[src/rtl/p_alu_iq_if.sv]
// p_alu_iq_if: dispatch, CDB write-back and issue signals of the ALU issue queue.
//   master : dispatch stage, CDB and ALU (drives *_i, observes *_o)
//   slave  : the issue queue itself (observes *_i, drives *_o)
//   flush_i       synchronous pipeline flush
//   disp_*        two-slot dispatch beat with valid/ready
//   cdb_*         two write-back broadcast ports
//   iss_*         single issue port with valid/ready
interface p_alu_iq_if #(
    parameter int ROB_WIDTH = 6,
    parameter int OP_WIDTH  = 8
);
    logic                              flush_i;
    logic                              disp_valid_i;
    logic                              disp_ready_o;
    logic [1:0]                        disp_inst_valid_i;
    logic [1:0][OP_WIDTH-1:0]          disp_op_i;
    logic [1:0][ROB_WIDTH-1:0]         disp_preg_i;
    logic [1:0][1:0][ROB_WIDTH-1:0]    disp_src_preg_i;
    logic [1:0][1:0][31:0]             disp_src_data_i;
    logic [1:0][1:0]                   disp_src_rdy_i;
    logic [1:0]                        cdb_valid_i;
    logic [1:0][ROB_WIDTH-1:0]         cdb_preg_i;
    logic [1:0][31:0]                  cdb_data_i;
    logic                              iss_valid_o;
    logic                              iss_ready_i;
    logic [OP_WIDTH-1:0]               iss_op_o;
    logic [ROB_WIDTH-1:0]              iss_preg_o;
    logic [31:0]                       iss_src0_o;
    logic [31:0]                       iss_src1_o;

    modport master (
        output flush_i, disp_valid_i, disp_inst_valid_i, disp_op_i, disp_preg_i,
               disp_src_preg_i, disp_src_data_i, disp_src_rdy_i,
               cdb_valid_i, cdb_preg_i, cdb_data_i, iss_ready_i,
        input  disp_ready_o, iss_valid_o, iss_op_o, iss_preg_o, iss_src0_o, iss_src1_o
    );

    modport slave (
        input  flush_i, disp_valid_i, disp_inst_valid_i, disp_op_i, disp_preg_i,
               disp_src_preg_i, disp_src_data_i, disp_src_rdy_i,
               cdb_valid_i, cdb_preg_i, cdb_data_i, iss_ready_i,
        output disp_ready_o, iss_valid_o, iss_op_o, iss_preg_o, iss_src0_o, iss_src1_o
    );
endinterface

[src/rtl/p_alu_iq.sv]
// p_alu_iq: age-ordered compacting ALU issue queue.
//   clk, rst : clock, asynchronous active-high reset
//   bus      : p_alu_iq_if slave modport (dispatch, CDB wakeup, issue)
// Entry 0 is the oldest and valid entries are contiguous from index 0.
// Each cycle the lowest-index entry with both sources ready is offered to
// the ALU; on acceptance the younger entries shift down and newly
// dispatched instructions are appended behind the survivors.
module p_alu_iq #(
    parameter int DEPTH     = 8,
    parameter int ROB_WIDTH = 6,
    parameter int OP_WIDTH  = 8
) (
    input logic        clk,
    input logic        rst,
    p_alu_iq_if.slave  bus
);
    localparam int CW = $clog2(DEPTH + 1);
    localparam int IW = (DEPTH > 1) ? $clog2(DEPTH) : 1;

    typedef struct packed {
        logic                           valid;
        logic [OP_WIDTH-1:0]            op;
        logic [ROB_WIDTH-1:0]           preg;
        logic [1:0][ROB_WIDTH-1:0]      tag;
        logic [1:0][31:0]               data;
        logic [1:0]                     rdy;
    } entry_t;

    entry_t         ent_q [DEPTH];
    entry_t         ent_d [DEPTH];
    entry_t         wk_s  [DEPTH];
    entry_t         cmp_s [DEPTH];
    entry_t         new_s [2];
    logic [CW-1:0]  count_q;
    logic [CW-1:0]  count_d;
    logic [CW-1:0]  base_s;
    logic [CW-1:0]  pos1_s;
    logic [DEPTH-1:0] hit_s;
    logic [IW-1:0]  sel_s;
    logic           iss_valid_s;
    logic           issue_s;
    logic           accept_s;

    // Capture CDB data into not-ready sources; port 0 has priority over port 1.
    function automatic entry_t wake(
        input entry_t                    e,
        input logic [1:0]                cv,
        input logic [1:0][ROB_WIDTH-1:0] cp,
        input logic [1:0][31:0]          cd
    );
        entry_t r;
        r = e;
        for (int s = 0; s < 2; s++) begin
            if (e.valid && !e.rdy[s] && cv[0] && (cp[0] == e.tag[s])) begin
                r.rdy[s]  = 1'b1;
                r.data[s] = cd[0];
            end else if (e.valid && !e.rdy[s] && cv[1] && (cp[1] == e.tag[s])) begin
                r.rdy[s]  = 1'b1;
                r.data[s] = cd[1];
            end else begin
                r.rdy[s]  = e.rdy[s];
            end
        end
        return r;
    endfunction

    // Oldest-ready select: scanning down from the top leaves the lowest hit index.
    always_comb begin
        hit_s = '0;
        sel_s = '0;
        for (int i = DEPTH - 1; i >= 0; i--) begin
            hit_s[i] = ent_q[i].valid & (&ent_q[i].rdy);
            sel_s    = hit_s[i] ? IW'(i) : sel_s;
        end
        iss_valid_s = (|hit_s) & ~bus.flush_i;
    end

    // Issue port: data of the selected entry, zero when nothing is offered.
    always_comb begin
        bus.iss_valid_o = iss_valid_s;
        if (iss_valid_s) begin
            bus.iss_op_o   = ent_q[sel_s].op;
            bus.iss_preg_o = ent_q[sel_s].preg;
            bus.iss_src0_o = ent_q[sel_s].data[0];
            bus.iss_src1_o = ent_q[sel_s].data[1];
        end else begin
            bus.iss_op_o   = '0;
            bus.iss_preg_o = '0;
            bus.iss_src0_o = 32'h0;
            bus.iss_src1_o = 32'h0;
        end
    end

    // Two free slots are required so a full beat always fits, regardless of issue.
    assign bus.disp_ready_o = (count_q <= CW'(DEPTH - 2));

    // Next state: wakeup, then compaction of the issued entry, then append.
    always_comb begin
        issue_s  = iss_valid_s & bus.iss_ready_i;
        accept_s = bus.disp_valid_i & bus.disp_ready_o & ~bus.flush_i;
        for (int i = 0; i < DEPTH; i++) begin
            wk_s[i] = wake(ent_q[i], bus.cdb_valid_i, bus.cdb_preg_i, bus.cdb_data_i);
        end
        for (int s = 0; s < 2; s++) begin
            new_s[s]       = '0;
            new_s[s].valid = 1'b1;
            new_s[s].op    = bus.disp_op_i[s];
            new_s[s].preg  = bus.disp_preg_i[s];
            new_s[s].tag   = bus.disp_src_preg_i[s];
            new_s[s].data  = bus.disp_src_data_i[s];
            new_s[s].rdy   = bus.disp_src_rdy_i[s];
            new_s[s]       = wake(new_s[s], bus.cdb_valid_i, bus.cdb_preg_i, bus.cdb_data_i);
        end
        for (int i = 0; i < DEPTH - 1; i++) begin
            cmp_s[i] = (issue_s && (IW'(i) >= sel_s)) ? wk_s[i + 1] : wk_s[i];
        end
        cmp_s[DEPTH - 1] = issue_s ? entry_t'('0) : wk_s[DEPTH - 1];
        // Slot 1 lands directly behind slot 0 only when slot 0 is present.
        base_s = count_q - CW'(issue_s);
        pos1_s = base_s + CW'(bus.disp_inst_valid_i[0]);
        for (int i = 0; i < DEPTH; i++) begin
            ent_d[i] = bus.flush_i ? entry_t'('0) :
                       (accept_s && bus.disp_inst_valid_i[0] && (CW'(i) == base_s)) ? new_s[0] :
                       (accept_s && bus.disp_inst_valid_i[1] && (CW'(i) == pos1_s)) ? new_s[1] :
                       cmp_s[i];
        end
        count_d = bus.flush_i ? '0 :
                  base_s + CW'(accept_s & bus.disp_inst_valid_i[0])
                         + CW'(accept_s & bus.disp_inst_valid_i[1]);
    end

    // Queue state registers.
    always_ff @(posedge clk or posedge rst) begin
        if (rst) begin
            count_q <= '0;
            for (int i = 0; i < DEPTH; i++) begin
                ent_q[i] <= '0;
            end
        end else begin
            count_q <= count_d;
            for (int i = 0; i < DEPTH; i++) begin
                ent_q[i] <= ent_d[i];
            end
        end
    end
endmodule

[src/flat_wrapper.sv]
// flat-port wrapper written by rule: the top's interface ports become plain ports
module p_alu_iq_flat 
#(
    parameter int DEPTH     = 8,
    parameter int ROB_WIDTH = 6,
    parameter int OP_WIDTH  = 8
)
  (clk, rst, bus_flush_i, bus_disp_valid_i, bus_disp_inst_valid_i, bus_disp_op_i, bus_disp_preg_i, bus_disp_src_preg_i, bus_disp_src_data_i, bus_disp_src_rdy_i, bus_cdb_valid_i, bus_cdb_preg_i, bus_cdb_data_i, bus_iss_ready_i, bus_disp_ready_o, bus_iss_valid_o, bus_iss_op_o, bus_iss_preg_o, bus_iss_src0_o, bus_iss_src1_o);
  p_alu_iq_if #(.ROB_WIDTH(ROB_WIDTH), .OP_WIDTH(OP_WIDTH)) bus_i ();
  input logic clk;
  input logic rst;
  input wire logic [$bits(bus_i.flush_i)-1:0] bus_flush_i;
  input wire logic [$bits(bus_i.disp_valid_i)-1:0] bus_disp_valid_i;
  input wire logic [$bits(bus_i.disp_inst_valid_i)-1:0] bus_disp_inst_valid_i;
  input wire logic [$bits(bus_i.disp_op_i)-1:0] bus_disp_op_i;
  input wire logic [$bits(bus_i.disp_preg_i)-1:0] bus_disp_preg_i;
  input wire logic [$bits(bus_i.disp_src_preg_i)-1:0] bus_disp_src_preg_i;
  input wire logic [$bits(bus_i.disp_src_data_i)-1:0] bus_disp_src_data_i;
  input wire logic [$bits(bus_i.disp_src_rdy_i)-1:0] bus_disp_src_rdy_i;
  input wire logic [$bits(bus_i.cdb_valid_i)-1:0] bus_cdb_valid_i;
  input wire logic [$bits(bus_i.cdb_preg_i)-1:0] bus_cdb_preg_i;
  input wire logic [$bits(bus_i.cdb_data_i)-1:0] bus_cdb_data_i;
  input wire logic [$bits(bus_i.iss_ready_i)-1:0] bus_iss_ready_i;
  output wire logic [$bits(bus_i.disp_ready_o)-1:0] bus_disp_ready_o;
  output wire logic [$bits(bus_i.iss_valid_o)-1:0] bus_iss_valid_o;
  output wire logic [$bits(bus_i.iss_op_o)-1:0] bus_iss_op_o;
  output wire logic [$bits(bus_i.iss_preg_o)-1:0] bus_iss_preg_o;
  output wire logic [$bits(bus_i.iss_src0_o)-1:0] bus_iss_src0_o;
  output wire logic [$bits(bus_i.iss_src1_o)-1:0] bus_iss_src1_o;
  assign bus_i.flush_i = bus_flush_i;
  assign bus_i.disp_valid_i = bus_disp_valid_i;
  assign bus_i.disp_inst_valid_i = bus_disp_inst_valid_i;
  assign bus_i.disp_op_i = bus_disp_op_i;
  assign bus_i.disp_preg_i = bus_disp_preg_i;
  assign bus_i.disp_src_preg_i = bus_disp_src_preg_i;
  assign bus_i.disp_src_data_i = bus_disp_src_data_i;
  assign bus_i.disp_src_rdy_i = bus_disp_src_rdy_i;
  assign bus_i.cdb_valid_i = bus_cdb_valid_i;
  assign bus_i.cdb_preg_i = bus_cdb_preg_i;
  assign bus_i.cdb_data_i = bus_cdb_data_i;
  assign bus_i.iss_ready_i = bus_iss_ready_i;
  assign bus_disp_ready_o = bus_i.disp_ready_o;
  assign bus_iss_valid_o = bus_i.iss_valid_o;
  assign bus_iss_op_o = bus_i.iss_op_o;
  assign bus_iss_preg_o = bus_i.iss_preg_o;
  assign bus_iss_src0_o = bus_i.iss_src0_o;
  assign bus_iss_src1_o = bus_i.iss_src1_o;
  p_alu_iq #(.DEPTH(DEPTH), .ROB_WIDTH(ROB_WIDTH), .OP_WIDTH(OP_WIDTH)) u_core (.clk(clk), .rst(rst), .bus(bus_i));
endmodule
[config.mk]
export PLATFORM = sky130hd
export DESIGN_NAME = p_alu_iq_flat
export DESIGN_NICKNAME = d
export VERILOG_FILES = /design/src/rtl/p_alu_iq_if.sv /design/src/rtl/p_alu_iq.sv /design/src/flat_wrapper.sv
export SDC_FILE = /design/constraint.sdc
export NUM_CORES = 2
export LEC_CHECK = 0
export BUFFER_PORTS_ARGS = -buffer_cell sky130_fd_sc_hd__buf_2
export CAP_MARGIN = 25
export CORE_MARGIN = 8
export CORE_UTILIZATION = 25
export CTS_CLUSTER_DIAMETER = 150
export DETAILED_ROUTE_END_ITERATION = 6
export GPL_TIMING_DRIVEN = 0
export MAX_ROUTING_LAYER = met4
export PLACE_DENSITY_LB_ADDON = 0.05
export SKIP_CTS_REPAIR_TIMING = 1
export SLEW_MARGIN = 25
export SYNTH_ARGS = -nofsm -noshare
export SYNTH_HDL_FRONTEND = slang
export SYNTH_SLANG_ARGS = --single-unit
[constraint.sdc]
create_clock -name clk -period 34.3 [get_ports clk]
set_input_delay 5.145 -clock clk [delete_from_list [all_inputs] [get_ports clk]]
set_output_delay 5.145 -clock clk [all_outputs]
set_load 0.05 [all_outputs]
==> summary.txt <==
Synthesis
  • Fraction of registers with async set or reset after synthesis: 1.00
  • Area share of the largest cell type after synthesis: 0.314
  • Fraction of synthesized area in multiplexers: 0.0894
  • Dominant cells by area after synthesis: sky130_fd_sc_hd__dfrtp_1 31%, sky130_fd_sc_hd__nand2_1 8.0%, sky130_fd_sc_hd__mux2i_1 7.8%
  • Synthesis-stage register bit count: ~750
  • Portion of the post-synthesis area used by sequential elements: 0.314
  • Area of the mapped netlist: roughly 60000 um^2
  • Compound-cell area share of the yosys netlist: 0.301
  • Net count after synthesis: between 8000 and 9000
  • Flip-flop cell with the highest count after synthesis: sky130_fd_sc_hd__dfrtp_1
  • Number of synthesized flops with an enable pin: 0
  • Xor/xnor cell area share of the yosys netlist: 0.0363
  • Number of different library cells in the post-synthesis netlist: between 80 and 90
  • Cell type with the highest aggregate area in the netlist: sky130_fd_sc_hd__dfrtp_1
  • Adder-cell share of the synthesized area: 0.00138
  • Syn avg cell area: 7.72 um^2
  • Area fraction in and, or, nand and nor cells after synthesis: 0.191
  • Yosys warning total: 0
  • Main combinational cell family by area after synthesis: compound AO/OA/AOI/OAI gates
  • Instance count of the mapped netlist: 7726

STA
  • Final worst path period need: about 14 ns
  • Worst slew slack as a fraction of its limit: 0.118
  • Unrepaired setup endpoints after global routing: false
  • Layout Skew: ~0.051 ns
  • Number of pins with negative max-slew slack in the final report: 0
  • Period utilisation layout: 0.406
  • Number of endpoints with negative hold slack in the final report: 0
  • Peak Freq: just over 70 MHz
  • Worst-Margin Slew: about 1.3 ns
  • Setup violators final: 0
  • Worst Hold Slack: between 0.5 and 0.6 ns
  • Post-route setup slack: between 20 and 25 ns

Die
  • Initial cell density of the core: 0.251
  • Area of the die: ~250000 um^2
  • Core Area: 238000 um^2
  • Number of cell rows: between 150 and 200
  • Die Y-Extent: 504 um
  • Width of the die: approximately 500 um
  • Boundary Pins: roughly 350

Setup path
  • Buffers and inverters on the worst path: 5
  • Slowest cell delay on critical path: approximately 0.86 ns
  • Data arrival at the endpoint of the critical path: 8.79 ns
  • Worst Setup Start Kind: input port
  • Req. time, crit path: between 20 and 30 ns
  • Slowest-stage cell, CP: sky130_fd_sc_hd__clkbuf_1
  • Crit path cell chain: buf_2 > clkbuf_1 > nor2_4 > clkbuf_2 > clkbuf_1 > a32o_1 > buf_2
  • Crit path max fanout: 10
  • Crit-path leading delay family: buffers and inverters
  • Critical Path Sink Type: primary output
  • Worst setup path class: input port to primary output

Clock network
  • Clock sink count: 748
  • Clock Root Buffer: sky130_fd_sc_hd__clkbuf_16
  • Clock latency on the worst-skew pair: between 0.8 and 0.9 ns
  • Clock tree from TritonCTS: yes
  • Clock transition at the register clock pins on the worst setup and hold paths after CTS: ~0.060 ns
  • Clock tree buffer depth: 3
  • Number of clock buffers inserted by TritonCTS: around 110
  • Htree depth: 3

Layout
  • Storage cell area: about 19000 um^2
  • Number of nets in the layout: between 8000 and 9000
  • Fill cell count: roughly 26000
  • Area of combinational cells with multiple inputs: 37300 um^2
  • Share of layout cells above drive strength 1: 0.159
  • Final instance count without filler cells: 11600
  • Layout area overhead: 22.5%

GRT
  • Most heavily used metal layer in global routing: met2
  • All-layer global routing usage: 0.494
  • Grt total ovfl: 0
  • Met3 Track Usage GR: 0.214
  • Met2 Use GR: 0.638
  • Vias in the first global route: roughly 75000
  • GR Util met1: 0.584
  • Initial antenna violation count: 73
  • Maximum number of pins on one net before global-route repair: a little under 80
  • Wire length of the first global-routing pass: 815000 um

Placement
  • Buffers on Ports: approximately 290
  • Cell count after placement: 11300
  • Setup WS pre-CTS: 20.63 ns
  • Routability cong.: 1.06
  • Placed wire-length estimate after detailed placement: roughly 480000 um

Detailed routing
  • Aggregate routed wire length: approximately 650000 um
  • Remaining antenna violation count: 0
  • Average wire per cell in the routed design: about 56 um
  • Routed vias/inst: about 7
  • Post-detailed-route DRC marker count: between 60 and 70
  • DRT Pass-1 Iters: 7
  • 1st-iter DRT viols: between 10000 and 15000
  • Via count: roughly 82000

Run
  • Max-cap check violation count: 0

Outcome
  • Failing checks: design-rule violations
  • Result of the run: complete, but fails checks

Pwr
  • Static Leak: 31.7 nW
  • Total power density per cell area: roughly 37 nW/um^2
  • Worst supply voltage drop on vdd: 0.0000546 V
  • PnR Total Power: approximately 0.0027 W

Min path
  • Path category of the worst min-delay check: flip-flop to flip-flop
==> where the power goes <==
| part | leakage, nW | switching (W) | internal [W] | total, W |
|---|---|---|---|---|
| Combinational | 19.5 | 0.000375 | 0.000110 | 0.000485 |
| Sequential | 10.4 | 0.0000241 | 0.000906 | 0.000930 |
| Clock | 1.85 | 0.000575 | 0.000712 | 0.00129 |
==> cells in the final DEF, fill, tap and decap left out, types with 29 or more instances in the layout <==
cell type	Yosys	layout
sky130_fd_sc_hd__a21o_1	36	36
sky130_fd_sc_hd__a21oi_2	0	33
sky130_fd_sc_hd__nor2_1	520	509
sky130_fd_sc_hd__xor2_1	121	121
sky130_fd_sc_hd__buf_16	0	74
sky130_fd_sc_hd__mux2_2	61	61
sky130_fd_sc_hd__nand3_1	332	332
sky130_fd_sc_hd__clkbuf_2	5	339
sky130_fd_sc_hd__and3_1	121	121
sky130_fd_sc_hd__o2bb2ai_1	53	53
sky130_fd_sc_hd__buf_4	30	43
sky130_fd_sc_hd__a31oi_1	145	142
sky130_fd_sc_hd__a222oi_1	29	29
sky130_fd_sc_hd__a21oi_1	560	521
sky130_fd_sc_hd__o22ai_1	63	63
sky130_fd_sc_hd__nor3_1	206	200
sky130_fd_sc_hd__a221oi_1	126	126
sky130_fd_sc_hd__mux2i_1	464	453
sky130_fd_sc_hd__a32oi_1	81	81
sky130_fd_sc_hd__a211oi_1	105	105
sky130_fd_sc_hd__o21ai_0	495	494
sky130_fd_sc_hd__a32o_1	78	78
sky130_fd_sc_hd__clkbuf_16	0	112
sky130_fd_sc_hd__a2bb2oi_1	39	39
sky130_fd_sc_hd__buf_2	152	457
sky130_fd_sc_hd__o221ai_1	237	237
sky130_fd_sc_hd__clkbuf_1	690	387
sky130_fd_sc_hd__dfrtp_1	748	748
sky130_fd_sc_hd__a221o_1	115	115
sky130_fd_sc_hd__o211ai_1	112	112
sky130_fd_sc_hd__diode_2	0	104
sky130_fd_sc_hd__nand2_1	1276	1276
sky130_fd_sc_hd__buf_6	4	40
sky130_fd_sc_hd__a22oi_1	262	262
sky130_fd_sc_hd__xnor2_1	126	126
sky130_fd_sc_hd__buf_1	73	52
==> flip-flops by register name (all words and copies together) (netlist names) <==
name and flops:
u_core.count_q 4, u_core.ent_q 744
==> area by class of cell <==
cell class,instances,share of cell area
antenna,104,0.00356
buffer,954,0.0597
clock buffer,168,0.0449
clock inverter,33,0.00632
inverter,22,0.00123
multi-input combinational,6002,0.511
sequential,748,0.256
tap,3167,0.0542
timing repair buffer,444,0.0630
==> worst reg2reg max path, stage by stage (launching register included) <==
cell and delay (ns):
sky130_fd_sc_hd__dfrtp_1 0.67, sky130_fd_sc_hd__and3_1 0.34, sky130_fd_sc_hd__nor4_2 0.70, sky130_fd_sc_hd__a21o_1 0.29, sky130_fd_sc_hd__inv_1 0.29, sky130_fd_sc_hd__ha_1 0.32, sky130_fd_sc_hd__buf_2 0.19, sky130_fd_sc_hd__xor2_1 0.27
sky130_fd_sc_hd__ha_1 0.34, sky130_fd_sc_hd__o21ba_2 0.21, sky130_fd_sc_hd__a22oi_1 0.33, sky130_fd_sc_hd__nand3_1 0.38, sky130_fd_sc_hd__nor3_1 0.96, sky130_fd_sc_hd__buf_2 0.82, sky130_fd_sc_hd__buf_1 0.83, sky130_fd_sc_hd__a22oi_1 0.17
sky130_fd_sc_hd__o21ai_0 0.14
==> path summary, 6_finish.rpt <==
kind	start	to	slack [ns]	cells past startpoint
setup / recovery	bus_flush_i	bus_iss_src1_o[2]	20.37	7
hold / removal	u_core.ent_q[364]$_DFFE_PP0P_	u_core.ent_q[364]$_DFFE_PP0P_	0.51	2
setup reg to reg	u_core.ent_q[650]$_DFFE_PP0P_	u_core.ent_q[339]$_DFF_PP0_	26.97	16
hold reg to reg	u_core.ent_q[364]$_DFFE_PP0P_	u_core.ent_q[364]$_DFFE_PP0P_	0.51	2
max in group asynchronous	rst	u_core.ent_q[609]$_DFF_PP0_	28.09	5
min in group asynchronous	rst	u_core.ent_q[286]$_DFF_PP0_	4.36	2
==> logic make-up after synthesis <==
logic type | after synthesis
AOI/OAI and AO/OA | 2605
xor gates and xnor gates | 247
adders and majority gates | 6
buffers and inverters | 976
DFF | 748
muxes | 525
and+or+nand+nor | 2619
==> synthesized netlist by cell type, types with 145 or more instances <==
cell type / number
sky130_fd_sc_hd__clkbuf_1: 690
sky130_fd_sc_hd__nor3_1: 206
sky130_fd_sc_hd__nand2_1: 1276
sky130_fd_sc_hd__o221ai_1: 237
sky130_fd_sc_hd__buf_2: 152
sky130_fd_sc_hd__mux2i_1: 464
sky130_fd_sc_hd__a22oi_1: 262
sky130_fd_sc_hd__dfrtp_1: 748
sky130_fd_sc_hd__o21ai_0: 495
sky130_fd_sc_hd__nand3_1: 332
sky130_fd_sc_hd__nor2_1: 520
sky130_fd_sc_hd__a21oi_1: 560
sky130_fd_sc_hd__a31oi_1: 145
==> stage by stage <==
stage               setup TNS [ns]  area, um^2  utilization
detailed placement               0       69000        0.290
finish                           0       73100        0.308
global placement          -5487.07       65000        0.274
floorplan                        0       59600            -
CTS                              0       72700        0.306
global route                     0       73000        0.307
==> layer usage <==
layer	routed length [um]	part of all wire
met3	87800	0.14
met5	0	0
met2	247000	0.38
met4	67000	0.10
met1	246000	0.38
(Power assumes the default switching activity.)
